===== config.mk =====
export PLATFORM = sky130hd
export DESIGN_NAME = multicycle_control_fsm
export DESIGN_NICKNAME = d
export VERILOG_FILES = /design/src/rtl/multicycle_control_fsm_pkg.sv /design/src/rtl/ctrl_out_decode.sv /design/src/rtl/multicycle_control_fsm.sv
export SDC_FILE = /design/constraint.sdc
export NUM_CORES = 1
export LEC_CHECK = 0
export ABC_AREA = 1
export CORE_MARGIN = 1
export CORE_UTILIZATION = 42
export CTS_CLUSTER_SIZE = 8
export DETAILED_ROUTE_END_ITERATION = 8
export GPL_ROUTABILITY_DRIVEN = 0
export PLACE_DENSITY = 0.82
export SLEW_MARGIN = 5
export SYNTH_ARGS = -nofsm -noshare
export SYNTH_HDL_FRONTEND = slang
export SYNTH_SLANG_ARGS = --single-unit

===== constraint.sdc =====
create_clock -name clk -period 1.5 [get_ports clk]
set_input_delay 0.225 -clock clk [delete_from_list [all_inputs] [get_ports clk]]
set_output_delay 0.225 -clock clk [all_outputs]
set_load 0.01 [all_outputs]

===== src/rtl/multicycle_control_fsm_pkg.sv =====
// Shared control definitions for the 16-bit multicycle datapath:
// opcode values, FSM state encodings, ALUop codes, mux select encodings
// and the bundle of datapath control signals.
package ctrl_pkg;

  localparam int OPCODE_W = 4;
  localparam int STATE_W  = 4;

  // Opcode field IR[15:12]; 8-15 are undefined
  localparam logic [3:0] OP_RTYPE = 4'd0;
  localparam logic [3:0] OP_ADDI  = 4'd1;
  localparam logic [3:0] OP_LW    = 4'd2;
  localparam logic [3:0] OP_SW    = 4'd3;
  localparam logic [3:0] OP_BEQ   = 4'd4;
  localparam logic [3:0] OP_BNE   = 4'd5;
  localparam logic [3:0] OP_J     = 4'd6;
  localparam logic [3:0] OP_ORI   = 4'd7;

  typedef enum logic [3:0] {
    S_FETCH    = 4'd0,
    S_DECODE   = 4'd1,
    S_MEM_ADDR = 4'd2,
    S_MEM_RD   = 4'd3,
    S_MEM_WB   = 4'd4,
    S_MEM_WR   = 4'd5,
    S_R_EXEC   = 4'd6,
    S_ALU_WB   = 4'd7,
    S_BRANCH   = 4'd8,
    S_JUMP     = 4'd9,
    S_I_EXEC   = 4'd10,
    S_RST      = 4'd15
  } state_t;

  // ALUop codes understood by the ALU control decoder
  localparam logic [1:0] ALUOP_ADD  = 2'd0;
  localparam logic [1:0] ALUOP_SUB  = 2'd1;
  localparam logic [1:0] ALUOP_FUNC = 2'd2;
  localparam logic [1:0] ALUOP_OR   = 2'd3;

  // ALU operand B select
  localparam logic [1:0] SRCB_REG  = 2'b00;
  localparam logic [1:0] SRCB_ONE  = 2'b01;
  localparam logic [1:0] SRCB_SEXT = 2'b10;
  localparam logic [1:0] SRCB_ZEXT = 2'b11;

  // PC source select
  localparam logic [1:0] PCSRC_ALU    = 2'b00;
  localparam logic [1:0] PCSRC_ALUOUT = 2'b01;
  localparam logic [1:0] PCSRC_JUMP   = 2'b10;

  typedef struct packed {
    logic       pc_write;
    logic       pc_write_cond;
    logic       iord;
    logic       mem_read;
    logic       mem_write;
    logic       ir_write;
    logic       mem_to_reg;
    logic       reg_write;
    logic       reg_dst;
    logic       alu_src_a;
    logic [1:0] alu_src_b;
    logic [1:0] alu_op;
    logic [1:0] pc_source;
  } ctrl_sig_t;

  // True for the eight defined opcodes
  function automatic logic is_legal_op(input logic [3:0] op);
    return (op <= OP_ORI);
  endfunction

endpackage


===== src/rtl/ctrl_out_decode.sv =====
// State-to-control decode for the multicycle control FSM. Outputs are
// Moore-style from the current state, except the DECODE-cycle illegal
// opcode flag, which looks at the live opcode. mem_go gates the FETCH
// register loads while memory is still busy.
module ctrl_out_decode
  import ctrl_pkg::*;
(
  input  state_t     state,
  input  logic [3:0] op_q,
  input  logic [3:0] opcode,
  input  logic       mem_go,
  output ctrl_sig_t  sig,
  output logic       illegal_op
);

  // Drive every datapath enable and select from the current state
  always_comb begin
    sig           = '0;
    sig.alu_src_b = SRCB_REG;
    sig.alu_op    = ALUOP_ADD;
    sig.pc_source = PCSRC_ALU;
    illegal_op    = 1'b0;
    case (state)
      S_FETCH: begin
        sig.mem_read  = 1'b1;
        sig.ir_write  = mem_go;
        sig.pc_write  = mem_go;
        sig.alu_src_b = SRCB_ONE;
        sig.alu_op    = ALUOP_ADD;
      end
      S_DECODE: begin
        sig.alu_src_b = SRCB_SEXT;
        sig.alu_op    = ALUOP_ADD;
        illegal_op    = !is_legal_op(opcode);
      end
      S_MEM_ADDR: begin
        sig.alu_src_a = 1'b1;
        sig.alu_src_b = SRCB_SEXT;
        sig.alu_op    = ALUOP_ADD;
      end
      S_MEM_RD: begin
        sig.iord     = 1'b1;
        sig.mem_read = 1'b1;
      end
      S_MEM_WB: begin
        sig.mem_to_reg = 1'b1;
        sig.reg_write  = 1'b1;
        sig.reg_dst    = 1'b0;
      end
      S_MEM_WR: begin
        sig.iord      = 1'b1;
        sig.mem_write = 1'b1;
      end
      S_R_EXEC: begin
        sig.alu_src_a = 1'b1;
        sig.alu_src_b = SRCB_REG;
        sig.alu_op    = ALUOP_FUNC;
      end
      S_I_EXEC: begin
        sig.alu_src_a = 1'b1;
        if (op_q == OP_ORI) begin
          sig.alu_src_b = SRCB_ZEXT;
          sig.alu_op    = ALUOP_OR;
        end else begin
          sig.alu_src_b = SRCB_SEXT;
          sig.alu_op    = ALUOP_ADD;
        end
      end
      S_ALU_WB: begin
        sig.reg_write  = 1'b1;
        sig.mem_to_reg = 1'b0;
        sig.reg_dst    = (op_q == OP_RTYPE);
      end
      S_BRANCH: begin
        sig.alu_src_a     = 1'b1;
        sig.alu_src_b     = SRCB_REG;
        sig.alu_op        = ALUOP_SUB;
        sig.pc_source     = PCSRC_ALUOUT;
        sig.pc_write_cond = 1'b1;
      end
      S_JUMP: begin
        sig.pc_source = PCSRC_JUMP;
        sig.pc_write  = 1'b1;
      end
      default: begin
      end
    endcase
  end

endmodule


===== src/rtl/multicycle_control_fsm.sv =====
// Main control FSM of the 16-bit multicycle datapath. Holds the state,
// the opcode latched in DECODE and the bne flag; output decode lives in
// ctrl_out_decode. Optional build macro MULTICYCLE_MEM_WAIT_EN makes
// FETCH, MEM_RD and MEM_WR wait for mem_ready; without it those states
// always take exactly one cycle and mem_ready is ignored.
module multicycle_control_fsm
  import ctrl_pkg::*;
#(
  parameter int OPW = OPCODE_W,
  parameter int STW = STATE_W
)
(
  input  logic           clk,
  input  logic           reset,
  input  logic [OPW-1:0] opcode,
  input  logic           zero,
  input  logic           mem_ready,
  output logic           pc_en,
  output logic           iord,
  output logic           mem_read,
  output logic           mem_write,
  output logic           ir_write,
  output logic           mem_to_reg,
  output logic           reg_write,
  output logic           reg_dst,
  output logic           alu_src_a,
  output logic [1:0]     alu_src_b,
  output logic [1:0]     alu_op,
  output logic [1:0]     pc_source,
  output logic           illegal_op,
  output logic [STW-1:0] state
);

  state_t     state_q;
  state_t     state_d;
  logic [3:0] opcode4;
  logic [3:0] op_q;
  logic       bne_q;
  logic       mem_go;
  ctrl_sig_t  sig;

  assign opcode4 = 4'(opcode);

`ifdef MULTICYCLE_MEM_WAIT_EN
  assign mem_go = mem_ready;
`else
  logic mem_ready_unused;
  assign mem_ready_unused = mem_ready;
  assign mem_go = 1'b1;
`endif

  // State register plus the opcode and bne flag captured in DECODE
  always_ff @(posedge clk) begin
    if (reset) begin
      state_q <= S_RST;
      op_q    <= '0;
      bne_q   <= 1'b0;
    end else begin
      state_q <= state_d;
      if (state_q == S_DECODE) begin
        op_q  <= opcode4;
        bne_q <= (opcode4 == OP_BNE);
      end
    end
  end

  // Next-state selection; memory states stall until mem_go
  always_comb begin
    state_d = state_q;
    case (state_q)
      S_RST:      state_d = S_FETCH;
      S_FETCH:    state_d = mem_go ? S_DECODE : S_FETCH;
      S_DECODE: begin
        case (opcode4)
          OP_RTYPE:       state_d = S_R_EXEC;
          OP_ADDI, OP_ORI: state_d = S_I_EXEC;
          OP_LW, OP_SW:   state_d = S_MEM_ADDR;
          OP_BEQ, OP_BNE: state_d = S_BRANCH;
          OP_J:           state_d = S_JUMP;
          default:        state_d = S_FETCH;
        endcase
      end
      S_MEM_ADDR: state_d = (op_q == OP_LW) ? S_MEM_RD : S_MEM_WR;
      S_MEM_RD:   state_d = mem_go ? S_MEM_WB : S_MEM_RD;
      S_MEM_WB:   state_d = S_FETCH;
      S_MEM_WR:   state_d = mem_go ? S_FETCH : S_MEM_WR;
      S_R_EXEC:   state_d = S_ALU_WB;
      S_I_EXEC:   state_d = S_ALU_WB;
      S_ALU_WB:   state_d = S_FETCH;
      S_BRANCH:   state_d = S_FETCH;
      S_JUMP:     state_d = S_FETCH;
      default:    state_d = S_FETCH;
    endcase
  end

  ctrl_out_decode u_out_decode (
    .state      (state_q),
    .op_q       (op_q),
    .opcode     (opcode4),
    .mem_go     (mem_go),
    .sig        (sig),
    .illegal_op (illegal_op)
  );

  assign pc_en      = sig.pc_write | (sig.pc_write_cond & (zero ^ bne_q));
  assign iord       = sig.iord;
  assign mem_read   = sig.mem_read;
  assign mem_write  = sig.mem_write;
  assign ir_write   = sig.ir_write;
  assign mem_to_reg = sig.mem_to_reg;
  assign reg_write  = sig.reg_write;
  assign reg_dst    = sig.reg_dst;
  assign alu_src_a  = sig.alu_src_a;
  assign alu_src_b  = sig.alu_src_b;
  assign alu_op     = sig.alu_op;
  assign pc_source  = sig.pc_source;
  assign state      = STW'(state_q);

endmodule


## Word level (Yosys, flattened, before mapping)

Memories as Yosys holds them, arrays and structs flattened.
Cells that the tools add are included.

| operators by class | value |
|---|---|
| bitwise logic cells | 3 |
| reduce and logical (&&, ||, !) cells | 9 |
| order comparisons | 1 |
| eq/ne operators | 13 |
| mux-type cells | 15 |

Operator list:

| operator | count |
|---|---|
| 4-bit case mux with 5 select lines | 2 |
| 4-bit by 3-bit == test with 1-bit output (second input constant) | 6 |
| 4-bit by 2-bit == test with 1-bit output (second input constant) | 3 |
| 4-bit == test (second input constant) | 3 |
| 2-bit OR reduction | 5 |
| 4-bit zero test | 2 |
| 1-bit two-way mux | 8 |
| 3-bit two-way mux | 2 |
| 3-bit case mux with 2 select lines | 1 |
| 4-bit by 1-bit == test with 1-bit output (second input constant) | 1 |
| 4-bit by 3-bit less-or-equal comparator with 1-bit output (second input constant) | 1 |
| 4-bit two-way mux | 1 |
| 2-bit case mux with 2 select lines | 1 |
| 4-bit OR reduction | 1 |
| 1-bit AND | 1 |
| 1-bit zero test | 1 |
| 1-bit OR | 1 |
| 1-bit XOR | 1 |

| storage, ports and cells | value |
|---|---|
| register bits after elaboration | 9 |
| logic and storage cells | 45 |
| memories | 1 |
| bits in read-only memories | 32 |

Memories:

| memory | words | bits a word | rd ports | clocked after Yosys merged registers in | write ports | line | RTL |
|---|---|---|---|---|---|---|---|
| (name not given) | 8 | 4 | 1 | 0 | 0 | multicycle_control_fsm.sv:74 | `case (opcode4)` |

## Longest topological paths before layout

Gate-level depths: netlist (run 1).

| depth | value |
|---|---|
| depth in word-level cells | 4 |
| gate-level depth with buffers | 7 |
| mapped depth without buffers | 7 |

## Hierarchy

Synthesis (run 1) repeated with hierarchy kept, for this count alone.

| second synthesis, totals | value |
|---|---|
| cell total of the unflattened synthesis | 128 |
| area, all modules | 713.2 sq um |

By module, submodules not included:

| module | times used | cells each | area an instance (sq um) | sequential area each (sq um) |
|---|---|---|---|---|
| multicycle_control_fsm | 1 | 78 | 504.2 | 180.2 |
| ctrl_out_decode | 1 | 50 | 209.0 | 0.0 |

## Worst setup path before layout (run 1)

OpenSTA, ideal clock, no wires.

| timing | value |
|---|---|
| path type | register to output |
| start | reg state_q[3], in the netlist state[3] |
| end | out pc_en |
| arrival | 1.087 ns |
| slack | 0.188 ns |
| stages on the path, launching flop included | 7 |
| cell sequence | dfxtp_1 -> inv_1 -> nor2_2 -> inv_1 -> nor2_2 -> inv_1 -> o21ai_1 |

| on the way | value |
|---|---|
| word-level cells in the longest chain between the ends | 4 |
| elaborated cells on any way between the ends | 8 |

Ends and longest elaborated chain:

| element | line | RTL |
|---|---|---|
| from (decl) | multicycle_control_fsm.sv:34 | `state_t state_q;` |
| from (signal assigned) | multicycle_control_fsm.sv:59 | `state_q <= state_d;` |
| 4-bit == test or 4-bit zero test (tied branches) | ctrl_out_decode.sv:23 | `case (state)` |
| 2-bit OR reduction (no line) or 1-bit two-way mux (tied branches) | -- |  |
| 1-bit two-way mux or 1-bit AND (tied branches) | ctrl_out_decode.sv:23, multicycle_control_fsm.sv:105 |  |
| 1-bit OR (*) | multicycle_control_fsm.sv:105 | `assign pc_en = sig.pc_write \| (sig.pc_write_cond & (zero ^ bne_q));` |
| to (decl) | multicycle_control_fsm.sv:18 | `output logic pc_en,` |

Every way passes the cells marked *; elsewhere a longest branch is shown, timed or not.

## Worst setup path after layout (run 1)

| timing | value |
|---|---|
| start | reg op_q[3] |
| end | reg state_q[2], in the netlist state[2] |

| on the way | value |
|---|---|
| word-level cells in the longest chain between the ends | 3 |

Ends and longest elaborated chain:

| element | line | RTL |
|---|---|---|
| from (decl) | multicycle_control_fsm.sv:37 | `logic [3:0] op_q;` |
| from (signal assigned) | multicycle_control_fsm.sv:61 | `op_q <= opcode4;` |
| 4-bit by 2-bit == test with 1-bit output | multicycle_control_fsm.sv:83 | `S_MEM_ADDR: state_d = (op_q == OP_LW) ? S_MEM_RD : S_MEM_WR;` |
| 3-bit two-way mux | multicycle_control_fsm.sv:83 |  |
| 4-bit case mux with 5 select lines | multicycle_control_fsm.sv:70 | `case (state_q)` |

No other way between the ends.
A chain may end at the register's enable or synchronous reset.

==> summary.txt, run 1 <==
Drt
  • WL per Instance: 13.9 um
  • Vias: 910
  • Pre-antenna DRT Iters: 4
  • Final wirelength: 2.44 mm
  • Drt via density: between 5 and 6
  • DRC: 0
  • Initial detailed-routing violation count: 46
  • Detail Route Antenna Nets: 0

Clock network
  • Clk slew on worst S/H paths: 0.06 ns
  • Root buffer cell: clkbuf_4
  • Hold-fix buffers, CTS: 0
  • Clock Latency Late Sink: 0.27 ns
  • Num CTS Buffers: 3
  • CTS max path bufs: 2
  • CTS tree: done
  • CTS H-tree depth: 1
  • Clk sinks: 9

Timing
  • Final Hold Fails: 0
  • Worst Max-Slew Pin Slew: 0.206 ns
  • Crit share post-route: 109%
  • Slew headroom: 86.2%
  • Fmax: 614 MHz
  • Final Skew: between 0.005 and 0.006 ns
  • Max Slew Vio Count: 0
  • Final hold slack: between 0.4 and 0.5 ns
  • Finish-stage setup viols: 7
  • PnR worst setup slack: -0.130 ns
  • RSZ-0062 raised after global routing: yes
  • Tmin final: 1.63 ns

Place
  • # port buffers: 26
  • Post-DP HPWL: around 1.4 mm
  • Worst slack, placed: -0.250 ns

Die
  • Core area: 1320 sq um
  • Initial Util: 45.7%
  • Die Area: 1590 sq um
  • Die Y: 39.9 um
  • I/O pin cnt: 28
  • Num rows: 13
  • Die width: 39.9 um

Outcome
  • Status: complete, but fails checks
  • Failing checks: setup timing

Yosys
  • Syn Nets: 110
  • Yosys reg bits: 9
  • Yosys warns: 0
  • Cells after Synth: 102
  • Cell Area, Synth: 602 sq um
  • Synthesized area per cell: between 5 and 6 sq um
  • Post-synthesis sequential area ratio: 29.9%
  • Post-synth cell types: 16

Finish
  • Inserted Diodes: 0
  • P&R area growth vs syn: 93.3%
  • Fillcell total: 75
  • Final #Nets: 169
  • Share of cells above drive strength 1: 53.8%
  • Final core area utilization: 88.3%

Global routing
  • Vias in the first global route: 730
  • Largest net degree at the start of global routing: 9
  • Initial antenna violation count: 0
  • First-pass GRT wire length: between 3 and 4 mm
  • Gr ovfl total: 0
  • Total GRT Usage: a little under a third

Critical path
  • Crit path cell chain: inv_2 > nand2_2 > buf_4 > buf_4 > buf_4 > buf_4 > buf_4 > nor2_2 > nor2_1 > nor2_1 > nand3_1
  • Max incr delay on CP: 0.34 ns
  • Worst Path Max Fanout: 3
  • Worst Path Required: between 1.5 and 2 ns
  • R2R Setup Slk: -0.13 ns
  • Worst Setup End Kind: flip-flop
  • Critical Path Source Type: flip-flop
  • Critical Setup Path Class: reg2reg
  • Most numerous cell on the critical path: buf_4
  • Arrival @ worst endpoint: 1.78 ns
  • Critical Path Slowest Stage Cell: dfxtp_2

Pwr
  • Max rail drop VDD: 0.493 mV
  • Leakage: 0.586 nW
  • Power Dens Cells: 660 nW/um^2

Min path
  • Hold/Removal Path Class: reg2reg

Job
  • Max Cap Viol: 0
==> worst max-delay path, delay by kind of cell, from the launching register on <==
| family | cells | cell delay [ns] |
|---|---|---|
| buf+inv | 6 | 0.68 |
| simple gates | 5 | 0.50 |
| flops | 1 | 0.34 |
==> synthesized netlist by cell type <==
master	instances	area share [%]
a21oi_1	5	4.2
dfxtp_1	9	30
inv_1	13	8.1
inv_2	2	1.2
nand2_1	25	16
nand2_2	2	2.1
nand3_1	9	7.5
nand4_1	1	1.0
nor2_1	18	11
nor2_2	5	5.2
nor2_4	2	3.7
nor3_1	3	2.5
nor3b_1	1	1.2
o21ai_0	4	3.3
o21ai_1	2	1.7
xnor2_1	1	1.5
==> layer usage <==
metal / wire length [um] / part of all wire, % / track usage, % / vias up
met5: 0 / 0 / 0 / -
met4: 104 / 4.3 / 20.7 / 0
met3: 108 / 4.4 / 6.82 / 10
met2: 1250 / 51 / 50.4 / 38
met1: 981 / 40 / 33.1 / 420
li1: - / - / - / 442
==> through the flow <==
stage               area (sq um)  std cells  setup TNS (ns)  total power, W
floorplan                    602        102               0        0.000378
global placement            1020        162           -1.60        0.000527
detailed placement          1020        162           -2.05        0.000533
CTS                         1130        173         -0.0972        0.000729
global route                1160        175          -0.751        0.000804
finish                      1160        175          -0.260        0.000768
==> cells in the final DEF, fill, tap and decap left out, types with 2 or more instances in the layout <==
cell type,count
a21oi_1,5
buf_2,11
buf_4,27
buf_6,3
clkbuf_2,2
clkbuf_4,3
clkdlybuf4s50_1,8
dfxtp_1,3
dfxtp_2,3
dfxtp_4,3
inv_1,6
inv_2,6
inv_4,3
nand2_1,19
nand2_2,8
nand3_1,7
nand3_2,2
nor2_1,14
nor2_2,3
nor2_4,8
nor3_2,2
o21ai_0,4
o21ai_1,2
==> path summary, 6_finish.rpt <==
kind	from	to	depth (start not counted)
max	op_q[3]	state[2]	11
min	op_q[1]	op_q[1]	2
max reg2reg	op_q[3]	state[2]	11
min reg2reg	op_q[1]	op_q[1]	2
==> power by group <==
part           switching, W  internal, W  leakage [nW]
combinational      0.000155     0.000143         0.495
sequential        0.0000214     0.000254        0.0760
clock             0.0000918     0.000103        0.0150
==> sequential cells by signal, summed over array words and instances (netlist names) <==
register  cells
bne_q         1
op_q          4
state         4
==> what timing repair did <==
action                                  in CTS  in global routing
gates resized for setup                     81                 25
setup buffers                                7                  2
pin swaps                                    5                  7
endpoints found under the setup margin      17                 19
==> final cells by class <==
class                   count  area, sq um  area share (%)
well taps                  15         18.8            1.61
inverters                  15         63.8            5.48
clock buffers               4         26.3            2.26
flip-flops and latches      9          195            16.8
repair buffers             54          414            35.6
multi-input cells          78          445            38.3
==> kinds of logic (layout without fill, tap and decap cells) <==
| kind of cell | count (synthesis) | count (layout) | share of synthesized area, % |
|---|---|---|---|
| simple gates | 66 | 66 | 50.1 |
| flops | 9 | 9 | 29.9 |
| compound gates | 11 | 11 | 9.15 |
| xor+xnor | 1 | 1 | 1.46 |
| buf+inv | 15 | 73 | 9.36 |
(Power assumes the default switching activity.)
==> run 2: changes to the inputs <==
- SKIP_CTS_REPAIR_TIMING: unset -> 1
==> summary.txt, run 2 (synthesis results as in run 1) <==
Timing
  • Final Skew: 0.00157 ns (-0.00415 ns)
  • Crit share post-route: 103% (-6.0 points)
  • RSZ-0062 raised after global routing: yes
  • Finish-stage setup viols: 6 (-1)
  • Max Slew Vio Count: 0 (unchanged)
  • Setup TNS: -0.136 ns (+0.124 ns)
  • Tmin final: 1.54 ns (-0.0902 ns)
  • Final Hold Fails: 0 (unchanged)
  • Slew headroom: 85.0% (-1.2 points)
  • Fmax: 650 MHz (+5.9%)
  • Worst Max-Slew Pin Slew: 0.224 ns (+0.0180 ns)
  • PnR worst setup slack: -0.0395 ns (+0.0902 ns)

Global routing
  • Gr ovfl total: 0 (unchanged)
  • Vias in the first global route: 691 (-5.3%)
  • Met2 usage: 45.5% (-4.9 points)
  • Largest net degree at the start of global routing: 9 (unchanged)
  • GRT met3 Usage: 5.68% (-1.1 points)
  • Total GRT Usage: 26.8% (-3.4 points)
  • Gr busiest metal: met2
  • First-pass GRT wire length: 2.75 mm (-11%)
  • Initial antenna violation count: 0 (unchanged)
  • GR Util met1: 29.4% (-3.7 points)

Place
  • Post-DP HPWL: 1.44 mm (unchanged)
  • # port buffers: 26 (unchanged)

Outcome
  • Failing checks: setup timing
  • Status: complete, but fails checks

Critical path
  • Critical Path Source Type: flip-flop
  • Critical Setup Path Class: reg2out
  • Arrival @ worst endpoint: 1.31 ns (-0.47 ns)
  • Worst Path Max Fanout: 4 (+1)
  • Worst Setup End Kind: output pin
  • Worst Path Required: 1.27 ns (-0.38 ns)
  • R2R Setup Slk: 0.18 ns (+0.31 ns)

Finish
  • Footprint of the multi-input gates: 415 sq um (-6.7%)
  • Inserted Diodes: 0 (unchanged)
  • Fillcell total: 91 (+21%)
  • P&R area growth vs syn: 79.2%
  • Final #Nets: 160 (-5.3%)
  • Most frequent cells in the layout: nand2_1 (23), buf_4 (20), nor2_1 (16)
  • Share of cells above drive strength 1: 42.4% (-11 points)
  • Most common cell after layout, fill and taps aside: nand2_1
  • Final core area utilization: 81.9% (-6.5 points)
  • Total area of sequential cells: 196 sq um (+0.64%)

Drt
  • Final wirelength: 2.10 mm (-14%)
  • WL per Instance: 12.7 um (-9.2%)
  • Pre-antenna DRT Iters: 4 (unchanged)
  • Initial detailed-routing violation count: 37 (-20%)
  • DRC: 0 (unchanged)
  • Drt via density: 5.22 (+0.44%)
  • Detail Route Antenna Nets: 0 (unchanged)
  • Vias: 867 (-4.7%)

Clock network
  • Clk sinks: 9 (unchanged)
  • CTS max path bufs: 2 (unchanged)
  • Num CTS Buffers: 3 (unchanged)
  • Root buffer cell: clkbuf_4
  • Clk slew on worst S/H paths: 0.06 ns (about the same)
  • CTS tree: done
  • Clock Latency Late Sink: 0.26 ns (about the same)
  • CTS H-tree depth: 1 (unchanged)

Die
  • Die width: 39.9 um (unchanged)
  • Core area: 1320 sq um (unchanged)
  • Num rows: 13 (unchanged)
  • Die Area: 1590 sq um (unchanged)
  • I/O pin cnt: 28 (unchanged)
  • Die Y: 39.9 um (unchanged)
  • Initial Util: 45.7% (unchanged)

Pwr
  • Leakage: 0.605 nW (+3.3%)
  • Total Power: 0.000727 W (-5.3%)
  • Max rail drop VDD: 0.483 mV (-2.0%)
  • Power Dens Cells: 675 nW/um^2 (+2.2%)

Min path
  • Hold/Removal Path Class: reg2reg

Job
  • Max Cap Viol: 0 (unchanged)
==> run 2: cell count changes in the layout (fill, tap and decap cells not counted), moves of 3 or more <==
| cell | change |
|---|---|
| buf_4 | -7 |
| buf_2 | -5 |
| dlymetal6s2s_1 | +5 |
| nand2_1 | +4 |
| nand2_2 | -4 |
| buf_6 | -3 |
| clkbuf_2 | +3 |
| inv_1 | +3 |
==> run 2: report_power, final <==
part / switching (W) / internal (W)
sequential: 0.0000188 / 0.000254
clock: 0.0000862 / 0.000103
combinational: 0.000140 / 0.000126
==> run 2: critical path, cell delays in order (launching register included) <==
cell and delay [ns]:
dfxtp_4 0.37, inv_4 0.07, buf_4 0.10, nand2_2 0.06
nor2_2 0.14, inv_1 0.09, o21ai_0 0.07, buf_2 0.15
==> run 2: worst paths after layout <==
path             from       to  depth (start not counted)
min reg2reg   op_q[1]  op_q[1]                          2
max          state[3]     iord                          7
min           op_q[1]  op_q[1]                          2
max reg2reg  state[2]  op_q[0]                          7
==> run 2: cell type report <==
class | instances | share of cell area [%]
clock buffers | 4 | 2.44
well taps | 15 | 1.74
multi-input cells | 78 | 38.5
repair buffers | 45 | 33.4
inverters | 15 | 5.68
flip-flops and latches | 9 | 18.2
==> run 2: routing by layer <==
layer	vias up	part of all wire [%]	routed length, um
li1	424	-	-
met2	37	52	1100
met5	-	0	0
met3	8	5.3	112
met4	0	2.5	53
met1	398	40	833
==> run 2: per-stage QoR <==
stage | cell area (sq um) | hold slack [ns] | std cells | setup slack (ns)
final | 1080 | 0.484 | 166 | -0.0395
after global routing | 1080 | 0.514 | 166 | -0.114
after CTS | 1050 | 0.486 | 166 | -0.540
after detailed placement | 1020 | 0.471 | 162 | -0.250
after global placement | 1020 | 0.470 | 162 | -0.182
after floorplan | 602 | 0.294 | 102 | 0.188
==> run 3: changes to the inputs <==
- PLACE_DENSITY: 0.82 -> 0.92
==> summary.txt, run 3 (synthesis results as in run 1) <==
Critical path
  • Worst Path Max Fanout: 4 (unchanged)
  • Worst Setup End Kind: output pin
  • R2R cell count: 9 (+2)
  • Critical Path Source Type: flip-flop
  • Arrival @ worst endpoint: 1.38 ns (+0.07 ns)
  • Critical Setup Path Class: reg2out
  • Worst Path Required: 1.27 ns (about the same)

Global routing
  • Initial antenna violation count: 0 (unchanged)
  • Gr ovfl total: 0 (unchanged)
  • Largest net degree at the start of global routing: 9 (unchanged)
  • Vias in the first global route: 716 (+3.6%)
  • Total GRT Usage: 27.1% (+0.38 points)
  • First-pass GRT wire length: 2.82 mm (+2.3%)

Finish
  • Final Non-Filler Cells: 174 (+4.8%)
  • Design area: 1170 sq um (+8.2%)
  • Inserted Diodes: 0 (unchanged)
  • Final #Nets: 168 (+5.0%)
  • Fillcell total: 71 (-22%)
  • Most common cell after layout, fill and taps aside: buf_4
  • Share of cells above drive strength 1: 46.5% (+4.2 points)
  • P&R area growth vs syn: 94.0%
  • Most frequent cells in the layout: buf_4 (24), nand2_1 (21), nor2_1 (16)

Drt
  • DRC: 0 (unchanged)
  • Final wirelength: 2.60 mm (+24%)
  • Drt via density: 5.66 (+8.4%)
  • Pre-antenna DRT Iters: 4 (unchanged)
  • Detail Route Antenna Nets: 0 (unchanged)
  • Vias: 985 (+14%)
  • Initial detailed-routing violation count: 41 (+11%)
  • WL per Instance: 15.0 um (+18%)

Clock network
  • Clk slew on worst S/H paths: 0.06 ns (about the same)
  • CTS max path bufs: 2 (unchanged)
  • Clk sinks: 9 (unchanged)
  • Clock Latency Late Sink: 0.26 ns (about the same)
  • Root buffer cell: clkbuf_4
  • CTS H-tree depth: 1 (unchanged)
  • Num CTS Buffers: 3 (unchanged)
  • CTS tree: done

Outcome
  • Failing checks: setup timing
  • Status: complete, but fails checks

Timing
  • Final hold slack: 0.489 ns (+0.00524 ns)
  • RSZ-0062 raised after global routing: yes
  • Final Hold Fails: 0 (unchanged)
  • Setup TNS: -0.349 ns (-0.213 ns)
  • PnR worst setup slack: -0.109 ns (-0.0692 ns)
  • Crit share post-route: 107% (+4.6 points)
  • Finish-stage setup viols: 8 (+2)
  • Final Skew: 0.00633 ns (+0.00477 ns)
  • Max Slew Vio Count: 0 (unchanged)
  • Worst Max-Slew Pin Slew: 0.228 ns (+0.00368 ns)
  • Slew headroom: 84.7% (-0.30 points)
  • Tmin final: 1.61 ns (+0.0692 ns)
  • Fmax: 622 MHz (-4.3%)

Die
  • Die Area: 1590 sq um (unchanged)
  • I/O pin cnt: 28 (unchanged)
  • Die width: 39.9 um (unchanged)
  • Num rows: 13 (unchanged)
  • Initial Util: 45.7% (unchanged)
  • Core area: 1320 sq um (unchanged)
  • Die Y: 39.9 um (unchanged)

Place
  • Placed Instance Area: 1050 sq um (+2.2%)
  • Post-DP HPWL: 1.54 mm (+7.3%)
  • Placed Cells: 165 (+1.9%)
  • # port buffers: 26 (unchanged)

Job
  • Max Cap Viol: 0 (unchanged)

Min path
  • Hold/Removal Path Class: reg2reg
  • Worst hold path depth: 2 (unchanged)

Pwr
  • Power Dens Cells: 665 nW/um^2 (-1.4%)
  • Leakage: 0.654 nW (+8.1%)
  • Total Power: 0.000776 W (+6.7%)
  • Max rail drop VDD: 0.468 mV (-3.2%)
==> run 3: changes by cell type in the layout (fill, tap and decap cells not counted), sizes merged <==
cell,delta
clkbuf,-3
buf,+11
==> run 3: metrics by stage <==
step	setup slack [ns]	utilization (%)
after floorplan	0.188	-
after global placement	-0.180	79.4
after detailed placement	-0.220	79.4
after CTS	-0.513	81.4
after global routing	-0.150	88.6
final	-0.109	88.6
==> run 3: per-layer routing <==
layer	up-vias	routed length [um]	GRT usage, %
met3	23	203	5.68
met4	0	123	12.1
li1	434	-	-
met5	-	0	0
met1	449	962	27.8
met2	79	1310	51.2
==> run 3: final cells by class <==
cell class	instances	area [sq um]	share of cell area (%)
Inverter	15	58.8	5.04
Sequential cell	9	195	16.7
Tap cell	15	18.8	1.61
Timing Repair Buffer	53	448	38.4
Clock buffer	4	26.3	2.25
Multi-Input combinational cell	78	420	36.0
==> run 3: path summary, 6_finish.rpt <==
kind	start	endpoint	slack (ns)
worst max-delay path	state[2]	alu_src_a	-0.11
worst min register to register	bne_q	bne_q	0.49
worst min-delay path	bne_q	bne_q	0.49
worst max register to register	state[2]	state[1]	0.12
==> run 3: where the power goes <==
group	total (W)	internal, W	switching (W)
combinational	0.000313	0.000154	0.000158
clock	0.000188	0.000103	0.0000858
sequential	0.000275	0.000253	0.0000221
==> run 3: worst max-delay path, cell delays in order (launching register included) <==
cell and delay, ns:
dfxtp_4 0.39, inv_2 0.06, nor2_2 0.13, buf_4 0.13, buf_4 0.09, nand2_2 0.07, nand4_1 0.11, buf_2 0.14
